**config.mk**
```make
export PLATFORM = sky130hd
export DESIGN_NAME = fp_add_pipe
export DESIGN_NICKNAME = d
export VERILOG_FILES = /design/src/rtl/fp_pkg.sv /design/src/rtl/fp_lzc.sv /design/src/rtl/fp_add_pipe.sv
export SDC_FILE = /design/constraint.sdc
export NUM_CORES = 1
export LEC_CHECK = 0
export BUFFER_PORTS_ARGS = -buffer_cell sky130_fd_sc_hd__clkbuf_2
export CAP_MARGIN = 5
export CORE_ASPECT_RATIO = 0.8
export CORE_MARGIN = 2
export CORE_UTILIZATION = 51
export CTS_CLUSTER_DIAMETER = 50
export DETAILED_ROUTE_END_ITERATION = 12
export PLACE_DENSITY = 0.8
export SYNTH_ARGS = -nofsm -noshare
export SYNTH_HDL_FRONTEND = slang
export SYNTH_HIERARCHICAL = 1
export SYNTH_SLANG_ARGS = --single-unit
```
**constraint.sdc**
```tcl
create_clock -name clk -period 8.3 [get_ports clk]
set_clock_uncertainty 0.05 [all_clocks]
set_input_delay 0.83 -clock clk [delete_from_list [all_inputs] [get_ports clk]]
set_output_delay 0.83 -clock clk [all_outputs]
set_load 0.01 [all_outputs]
```
**src/rtl/fp_pkg.sv**
```systemverilog
// Shared constants, helpers and payload types for the pipelined FP adder.
// Widths stay parameters of the adder, so the helpers take them as arguments.
package fp_pkg;

  localparam int FLAG_INVALID   = 3;
  localparam int FLAG_OVERFLOW  = 2;
  localparam int FLAG_UNDERFLOW = 1;
  localparam int FLAG_INEXACT   = 0;

  // Special-operand class carried down the pipe alongside the datapath.
  typedef enum logic [1:0] {SP_NONE, SP_NAN, SP_INF} special_e;

  function automatic int word_w(input int exp_w, input int man_w);
    return 1 + exp_w + man_w;
  endfunction

  function automatic int exp_max(input int exp_w);
    return (1 << exp_w) - 1;
  endfunction

  // Canonical quiet NaN: +, exponent all ones, MSB of the fraction set.
  function automatic logic [63:0] qnan_bits(input int exp_w, input int man_w);
    logic [63:0] r;
    r = '0;
    for (int i = 0; i < exp_w; i++) r[man_w+i] = 1'b1;
    r[man_w-1] = 1'b1;
    return r;
  endfunction

endpackage

```
**src/rtl/fp_lzc.sv**
```systemverilog
// Combinational leading-zero counter; an all-zero input returns WIDTH.
module fp_lzc #(
  parameter  int WIDTH = 27,
  localparam int CW    = $clog2(WIDTH + 1)
) (
  input  logic [WIDTH-1:0] din,
  output logic [CW-1:0]    cnt
);

  // Scan LSB to MSB so the highest set bit is the one that sticks.
  always_comb begin
    cnt = CW'(WIDTH);
    for (int i = 0; i < WIDTH; i++)
      if (din[i]) cnt = CW'(WIDTH - 1 - i);
  end

endmodule

```
**src/rtl/fp_add_pipe.sv**
```systemverilog
// 3-stage IEEE-754-style add/sub: align, add, normalise/round/pack.
// Valid/ready stream; all stages advance together when the output can move.
module fp_add_pipe import fp_pkg::*; #(
  parameter  int EXP_W = 8,
  parameter  int MAN_W = 23,
  parameter  int FTZ   = 1,
  localparam int W     = word_w(EXP_W, MAN_W)
) (
  input  logic         clk,
  input  logic         reset_n,
  input  logic         in_valid,
  output logic         in_ready,
  input  logic [W-1:0] in_a,
  input  logic [W-1:0] in_b,
  input  logic         in_sub,
  output logic         out_valid,
  input  logic         out_ready,
  output logic [W-1:0] out_result,
  output logic [3:0]   out_flags
);

  localparam int MW   = MAN_W + 4;  // hidden + fraction + guard/round/sticky
  localparam int SW   = MW + 1;     // plus carry
  localparam int XW   = EXP_W + 2;
  localparam int LCW  = $clog2(MW + 1);
  localparam int EMAX = exp_max(EXP_W);
  localparam logic [W-1:0] QNAN = W'(qnan_bits(EXP_W, MAN_W));

  typedef struct packed {
    logic             sx;
    logic             zsign;
    logic             eff_sub;
    logic [EXP_W-1:0] ex;
    logic [MW-1:0]    mx;
    logic [MW-1:0]    my;
    special_e         sp;
    logic             sp_sign;
    logic             inv;
  } s1_t;

  typedef struct packed {
    logic             sx;
    logic             zsign;
    logic [EXP_W-1:0] ex;
    logic [SW-1:0]    sum;
    special_e         sp;
    logic             sp_sign;
    logic             inv;
  } s2_t;

  typedef struct packed {
    logic [W-1:0] res;
    logic [3:0]   flags;
  } s3_t;

  s1_t s1_d, s1_q;
  s2_t s2_d, s2_q;
  s3_t s3_d, s3_q;
  logic [2:0] vld_d, vld_q;
  logic       advance;

  // ---------------- S1: unpack, order by magnitude, align ----------------
  logic             sa, sb, sy, swap, a_nan, b_nan, a_inf, b_inf;
  logic [EXP_W-1:0] ea, eb, xa, xb, ey, diff;
  logic [MAN_W-1:0] fa, fb, fa_k, fb_k;
  logic [MAN_W:0]   ma, mb, mx_raw, my_raw;
  logic [MW-1:0]    y_ext, mask;

  always_comb begin
    sa   = in_a[W-1];
    sb   = in_b[W-1] ^ in_sub;
    ea   = in_a[W-2 -: EXP_W];
    eb   = in_b[W-2 -: EXP_W];
    fa   = in_a[MAN_W-1:0];
    fb   = in_b[MAN_W-1:0];
    fa_k = (FTZ != 0 && ea == '0) ? {MAN_W{1'b0}} : fa;
    fb_k = (FTZ != 0 && eb == '0) ? {MAN_W{1'b0}} : fb;
    // Subnormals live at exponent 1 without hidden bit; flushed ones at 0.
    xa   = (ea != '0) ? ea : ((FTZ != 0) ? {EXP_W{1'b0}} : EXP_W'(1));
    xb   = (eb != '0) ? eb : ((FTZ != 0) ? {EXP_W{1'b0}} : EXP_W'(1));
    ma   = {ea != '0, fa_k};
    mb   = {eb != '0, fb_k};
    swap = {xb, mb} > {xa, ma};

    s1_d       = '0;
    s1_d.sx    = swap ? sb : sa;
    sy         = swap ? sa : sb;
    s1_d.ex    = swap ? xb : xa;
    ey         = swap ? xa : xb;
    mx_raw     = swap ? mb : ma;
    my_raw     = swap ? ma : mb;
    s1_d.eff_sub = s1_d.sx ^ sy;
    s1_d.zsign = s1_d.sx & sy;
    s1_d.mx    = {mx_raw, 3'b000};

    diff  = s1_d.ex - ey;
    y_ext = {my_raw, 3'b000};
    mask  = (MW'(1) << diff) - MW'(1);
    if (int'(diff) > MW - 1)
      s1_d.my = {{(MW-1){1'b0}}, |my_raw};
    else
      s1_d.my = (y_ext >> diff) | MW'(|(y_ext & mask));

    a_nan = (ea == '1) && (fa != '0);
    b_nan = (eb == '1) && (fb != '0);
    a_inf = (ea == '1) && (fa == '0);
    b_inf = (eb == '1) && (fb == '0);
    if (a_nan || b_nan) begin
      s1_d.sp = SP_NAN;
    end else if (a_inf && b_inf && (sa != sb)) begin
      s1_d.sp  = SP_NAN;
      s1_d.inv = 1'b1;
    end else if (a_inf) begin
      s1_d.sp      = SP_INF;
      s1_d.sp_sign = sa;
    end else if (b_inf) begin
      s1_d.sp      = SP_INF;
      s1_d.sp_sign = sb;
    end
  end

  // ---------------- S2: magnitude add / subtract (X >= Y) ----------------
  always_comb begin
    s2_d.sx      = s1_q.sx;
    s2_d.zsign   = s1_q.zsign;
    s2_d.ex      = s1_q.ex;
    s2_d.sp      = s1_q.sp;
    s2_d.sp_sign = s1_q.sp_sign;
    s2_d.inv     = s1_q.inv;
    s2_d.sum     = s1_q.eff_sub ? ({1'b0, s1_q.mx} - {1'b0, s1_q.my})
                                : ({1'b0, s1_q.mx} + {1'b0, s1_q.my});
  end

  // ---------------- S3: normalise, round to nearest even, pack ----------------
  logic [LCW-1:0]   lz;
  logic [MW-1:0]    m;
  logic [XW-1:0]    e, e_r, sh;
  logic [MAN_W+1:0] mr;
  logic [MAN_W-1:0] frac;
  logic             grs, rup, hid;

  fp_lzc #(.WIDTH(MW)) u_lzc (.din(s2_q.sum[MW-1:0]), .cnt(lz));

  always_comb begin
    sh = '0;
    if (s2_q.sum[SW-1]) begin
      m = {s2_q.sum[SW-1:2], s2_q.sum[1] | s2_q.sum[0]};
      e = XW'(s2_q.ex) + XW'(1);
    end else begin
      // Left shift stops at exponent 1 so tiny results stay denormalised.
      if (s2_q.ex != '0)
        sh = (XW'(lz) < XW'(s2_q.ex)) ? XW'(lz) : XW'(s2_q.ex) - XW'(1);
      m = s2_q.sum[MW-1:0] << sh;
      e = XW'(s2_q.ex) - sh;
    end
    hid  = m[MW-1];
    grs  = |m[2:0];
    rup  = m[2] & (m[1] | m[0] | m[3]);
    mr   = {1'b0, m[MW-1:3]} + (MAN_W+2)'(rup);
    e_r  = e;
    frac = mr[MAN_W-1:0];
    if (mr[MAN_W+1]) begin
      frac = '0;
      e_r  = e + XW'(1);
    end

    s3_d = '0;
    if (s2_q.sp == SP_NAN) begin
      s3_d.res                 = QNAN;
      s3_d.flags[FLAG_INVALID] = s2_q.inv;
    end else if (s2_q.sp == SP_INF) begin
      s3_d.res = {s2_q.sp_sign, {EXP_W{1'b1}}, {MAN_W{1'b0}}};
    end else if (s2_q.sum == '0) begin
      s3_d.res = {s2_q.zsign, {(W-1){1'b0}}};
    end else if (FTZ != 0 && !hid) begin
      s3_d.res                   = {s2_q.sx, {(W-1){1'b0}}};
      s3_d.flags[FLAG_UNDERFLOW] = 1'b1;
      s3_d.flags[FLAG_INEXACT]   = 1'b1;
    end else if (e_r >= XW'(EMAX)) begin
      s3_d.res                  = {s2_q.sx, {EXP_W{1'b1}}, {MAN_W{1'b0}}};
      s3_d.flags[FLAG_OVERFLOW] = 1'b1;
      s3_d.flags[FLAG_INEXACT]  = 1'b1;
    end else begin
      s3_d.res = {s2_q.sx, (mr[MAN_W] | mr[MAN_W+1]) ? e_r[EXP_W-1:0] : {EXP_W{1'b0}}, frac};
      s3_d.flags[FLAG_UNDERFLOW] = !(mr[MAN_W] | mr[MAN_W+1]) & grs;
      s3_d.flags[FLAG_INEXACT]   = grs;
    end
  end

  // ---------------- Handshake and pipeline registers ----------------
  always_comb begin
    advance = !vld_q[2] | out_ready;
    vld_d   = advance ? {vld_q[1:0], in_valid} : vld_q;
  end

  always_ff @(posedge clk or negedge reset_n) begin
    if (!reset_n) begin
      vld_q <= '0;
      s1_q  <= '0;
      s2_q  <= '0;
      s3_q  <= '0;
    end else begin
      vld_q <= vld_d;
      if (advance) begin
        s1_q <= s1_d;
        s2_q <= s2_d;
        s3_q <= s3_d;
      end
    end
  end

  assign in_ready   = advance;
  assign out_valid  = vld_q[2];
  assign out_result = s3_q.res;
  assign out_flags  = s3_q.flags;

endmodule

```
==> implementation parameters <==
Parameter                              Value

Outcome
  Run status    finished, final reports clean

Timing
  Smallest setup slack after layout    ~0.84 ns
  Relative slew slack    31.1%
  Slew @ Worst Pin    roughly 1.0 ns
  Final period utilization    89.8%
  Final Hold Violating Endpoints    0
  Count of endpoints failing setup in the final report    0
  Total count of max-transition violations in the final report    0
  Final TNS setup    0 ns
  Setup repair after global routing missed its margin    no
  Final min period    7.46 ns
  F_max    134 MHz

CTS
  TritonCTS clock tree    done
  H-tree depth reported by CTS    4
  Root buffer cell    sky130_fd_sc_hd__clkbuf_16
  Clk_lat worst skew    0.44 ns
  Post-CTS sizing    0
  Clock-pin transition on the worst setup and hold timing paths    0.07 ns
  Total clock buffers created by CTS    17
  Clock Sink Count    approximately 150
  Setup fix buffers added after clock tree synthesis    0
  Max Buffers Root-to-Sink    2
  Count of hold buffers inserted by post-cts repair    0

Pwr
  LEAKAGE    7.58 nW
  Maximum vdd drop    0.230 mV
  Fraction of power consumed by combinational cells    66.6%
  Proportion of power drawn by flip-flops and latches    between 20% and 30%
  Switch share    55.0%
  Cell internal power dissipation    0.00287 W
  Pwr per Cell Area    approximately 370 nW/um^2
  Switching Power    ~0.0035 W
  Clock group share of total power    12.5%

Setup path
  Kind of start point of the critical path    register
  Slowest cell on the critical path    sky130_fd_sc_hd__dfrtp_1
  Category of the critical setup timing path    reg -> reg
  CP cell instances    nor2b_1 > a2111oi_0 > o221a_1 > o22ai_1 > nand2b_1 > a31oi_4 > o21ai_4 > mux2_4 > a22oi_1 > a21oi_1 > a32o_1 > o21a_1 > ha_1 > ha_1 > o31ai_1 > a221oi_4 > o211ai_4 > nor3_2 > buf_4 > nand3_1 > mux2_4 > or3_4 > o31ai_4
  Kind of end point of the critical path    register
  Peak per-stage delay on the critical path    0.60 ns
  Max Fanout on Critical Path    42
  Data required time at the worst endpoint    around 8.6 ns
  Data arrival at the endpoint of the critical path    7.77 ns

Synthesis
  Most used DFF post-synth    sky130_fd_sc_hd__dfrtp_1
  Synth top area share    ~23%
  Synthesis warning total    6
  Share of synthesized registers carrying an async set or reset    100%
  Most area-consuming cells after synthesis    sky130_fd_sc_hd__dfrtp_1 (23%), sky130_fd_sc_hd__ha_1 (7.8%), sky130_fd_sc_hd__nand2_1 (7.3%)
  Synthesized netlist cell count    2185
  Sequential area share after synthesis    a little under a quarter
  Synth Net Count    between 2000 and 2500
  Yosys reg bits    147
  Post-synth design cell area    roughly 16000 um^2
  Mean cell area of the mapped netlist    7.44 um^2
  Number of enable flip-flop cells after synthesis    0
  Largest area contributor in the synthesized netlist    sky130_fd_sc_hd__dfrtp_1
  Distinct cell type count of the synthesized netlist    113

Floorplanning
  Die width    204 um
  Y dimension of the die    164 um
  Total die area    33300 um^2
  Initial cell density of the core    51.7%
  Number of ports placed on the die boundary    approximately 110
  Count of standard-cell rows    58
  Core box area    31400 um^2

Place
  DP HPWL    between 40000 and 50000 um
  Port Buffers    106
  Routability Congestion    1.01
  Pre-CTS worst setup slack    0.972 ns
  Placement-stage cell area    around 17000 um^2

Cells and area
  Number of nets in the final layout    around 2400
  Combined area of the multi-input logic cells    11400 um^2
  Layout Utilization    between 50% and 60%
  Fraction of layout instances using a drive strength above 1    11.3%
  Count of filler cells inserted in the layout    2945
  Post-Layout Inst Area    17400 um^2
  Area growth from synthesis to final layout    7.14%
  # diodes    0
  Combined flip-flop and latch cell area    roughly 3700 um^2

GRT
  Residual overflow from global routing    0
  Maximum number of pins on one net before global-route repair    85
  Initial antenna violation count    2
  Vias in the first global route    between 15000 and 20000
  Global-route wire length before repair    88300 um
  Global-route usage over all layers    33.8%

Detailed routing
  Routed via count    17400
  Avg Vias per Cell    6.66
  Number of nets with antenna violations after detailed routing    0
  Drt initial violations    2403
  Aggregate routed wire length    between 50000 and 60000 um
  Routed wire length per instance    21.7 um
  Iteration count of the initial detailed-routing pass    7
  Number of design rule violations left after detail routing    0

Hold path
  Type of the tightest min-delay check    in -> async

Run
  Max-cap violation count    0
layout make-up:
type | count | share of cell area (%)
well taps | 420 | 3.02
flip-flops and latches | 147 | 21.1
clock buffers | 19 | 2.54
repair buffers | 138 | 4.46
multi-input cells | 1765 | 65.5
clock inverters | 13 | 0.848
inverters | 116 | 2.52
cells in the mapped netlist (all sizes together), types with 5 or more instances:
cell	number
o31ai	22
o21a	12
nor4	41
a31oi	45
a22o	13
or2	10
o41ai	8
mux2i	60
o22ai	20
o21bai	6
nor3	68
a21boi	10
nand2	317
o311ai	5
a22oi	31
a211o	8
o31a	5
nor2b	20
nor3b	8
mux2	15
a211oi	30
xnor2	43
a311oi	5
and3	17
a21o	17
nand3	59
a2111oi	9
nand2b	18
nor2	198
a221oi	38
o211ai	22
o21ai	190
xor2	28
dfrtp	147
and2	14
buf	53
or3	17
inv	116
a221o	7
a32oi	7
ha	101
a21oi	122
nand4	23
clkbuf	104
a32o	6
power by group through the flow:
stage	logic, W	clock network, W	registers, W
final	0.00425	0.000799	0.00133
after CTS	0.00409	0.000806	0.00130
after floorplan	0.00316	0	0.00111
after global routing	0.00460	0.000836	0.00134
after detailed placement	0.00406	0	0.00131
after global placement	0.00402	0	0.00131
worst max-delay path: cells and delay by family (launching register included):
| kind | cells | cell delay, ns |
|---|---|---|
| mux | 2 | 0.92 |
| flops | 1 | 0.60 |
| buf+inv | 1 | 0.21 |
| compound gates | 13 | 3.79 |
| simple gates | 5 | 1.34 |
| fa+ha+maj | 2 | 0.41 |
per-layer routing:
layer	routed length [um]	global-route usage [%]	up-vias
li1	-	-	8001
met1	24900	48.8	8218
met2	22900	47.6	1088
met3	7570	11.3	123
met4	1240	9.02	4
met5	35	0	-
cells by family (layout without fill, tap and decap cells):
family	count (synthesis)	count (layout)	synth area share, %
fa+ha+maj	103	103	8.03
simple gates	832	832	23.9
compound gates	681	681	28.8
buf+inv	273	286	7.44
mux	78	78	5.38
xor+xnor	71	71	3.83
flops	147	147	22.6
through the flow:
step | hold WS (ns) | total power (W) | cells
detailed placement | 0.411 | 0.00537 | 2586
floorplan | 0.380 | 0.00428 | 2185
CTS | 0.425 | 0.00620 | 2618
global route | 0.441 | 0.00678 | 2618
global placement | 0.398 | 0.00532 | 2586
finish | 0.406 | 0.00637 | 2618
worst paths after layout:
| path | start | end | slack, ns | depth (start not counted) |
|---|---|---|---|---|
| worst max-delay path | s2_q[7] | out_result[19] | 0.84 | 23 |
| max in group asynchronous | reset_n | s2_q[38] | 6.42 | 2 |
| min in group clk | s2_q[40] | s2_q[40] | 0.42 | 2 |
| worst min-delay path | reset_n | out_result[7] | 0.41 | 1 |
| worst max register to register | s2_q[7] | out_result[19] | 0.84 | 23 |
| worst min register to register | s2_q[40] | s2_q[40] | 0.42 | 2 |
registers in the layout, indices dropped and copies added (netlist names):
signal	count
s2_q	42
s1_q	66
vld_q	3
out_flags	4
out_result	32
placed cells by master (no fill, tap or decap), types with 32 or more instances in the layout:
cell,instances
sky130_fd_sc_hd__a21oi_1,119
sky130_fd_sc_hd__a221oi_1,35
sky130_fd_sc_hd__a31oi_1,43
sky130_fd_sc_hd__buf_4,32
sky130_fd_sc_hd__clkbuf_2,105
sky130_fd_sc_hd__dfrtp_1,147
sky130_fd_sc_hd__ha_1,101
sky130_fd_sc_hd__inv_1,111
sky130_fd_sc_hd__mux2i_1,58
sky130_fd_sc_hd__nand2_1,316
sky130_fd_sc_hd__nand3_1,58
sky130_fd_sc_hd__nor2_1,195
sky130_fd_sc_hd__nor3_1,66
sky130_fd_sc_hd__nor4_1,38
sky130_fd_sc_hd__o21ai_0,168
sky130_fd_sc_hd__xnor2_1,41
(Power assumes the default switching activity.)
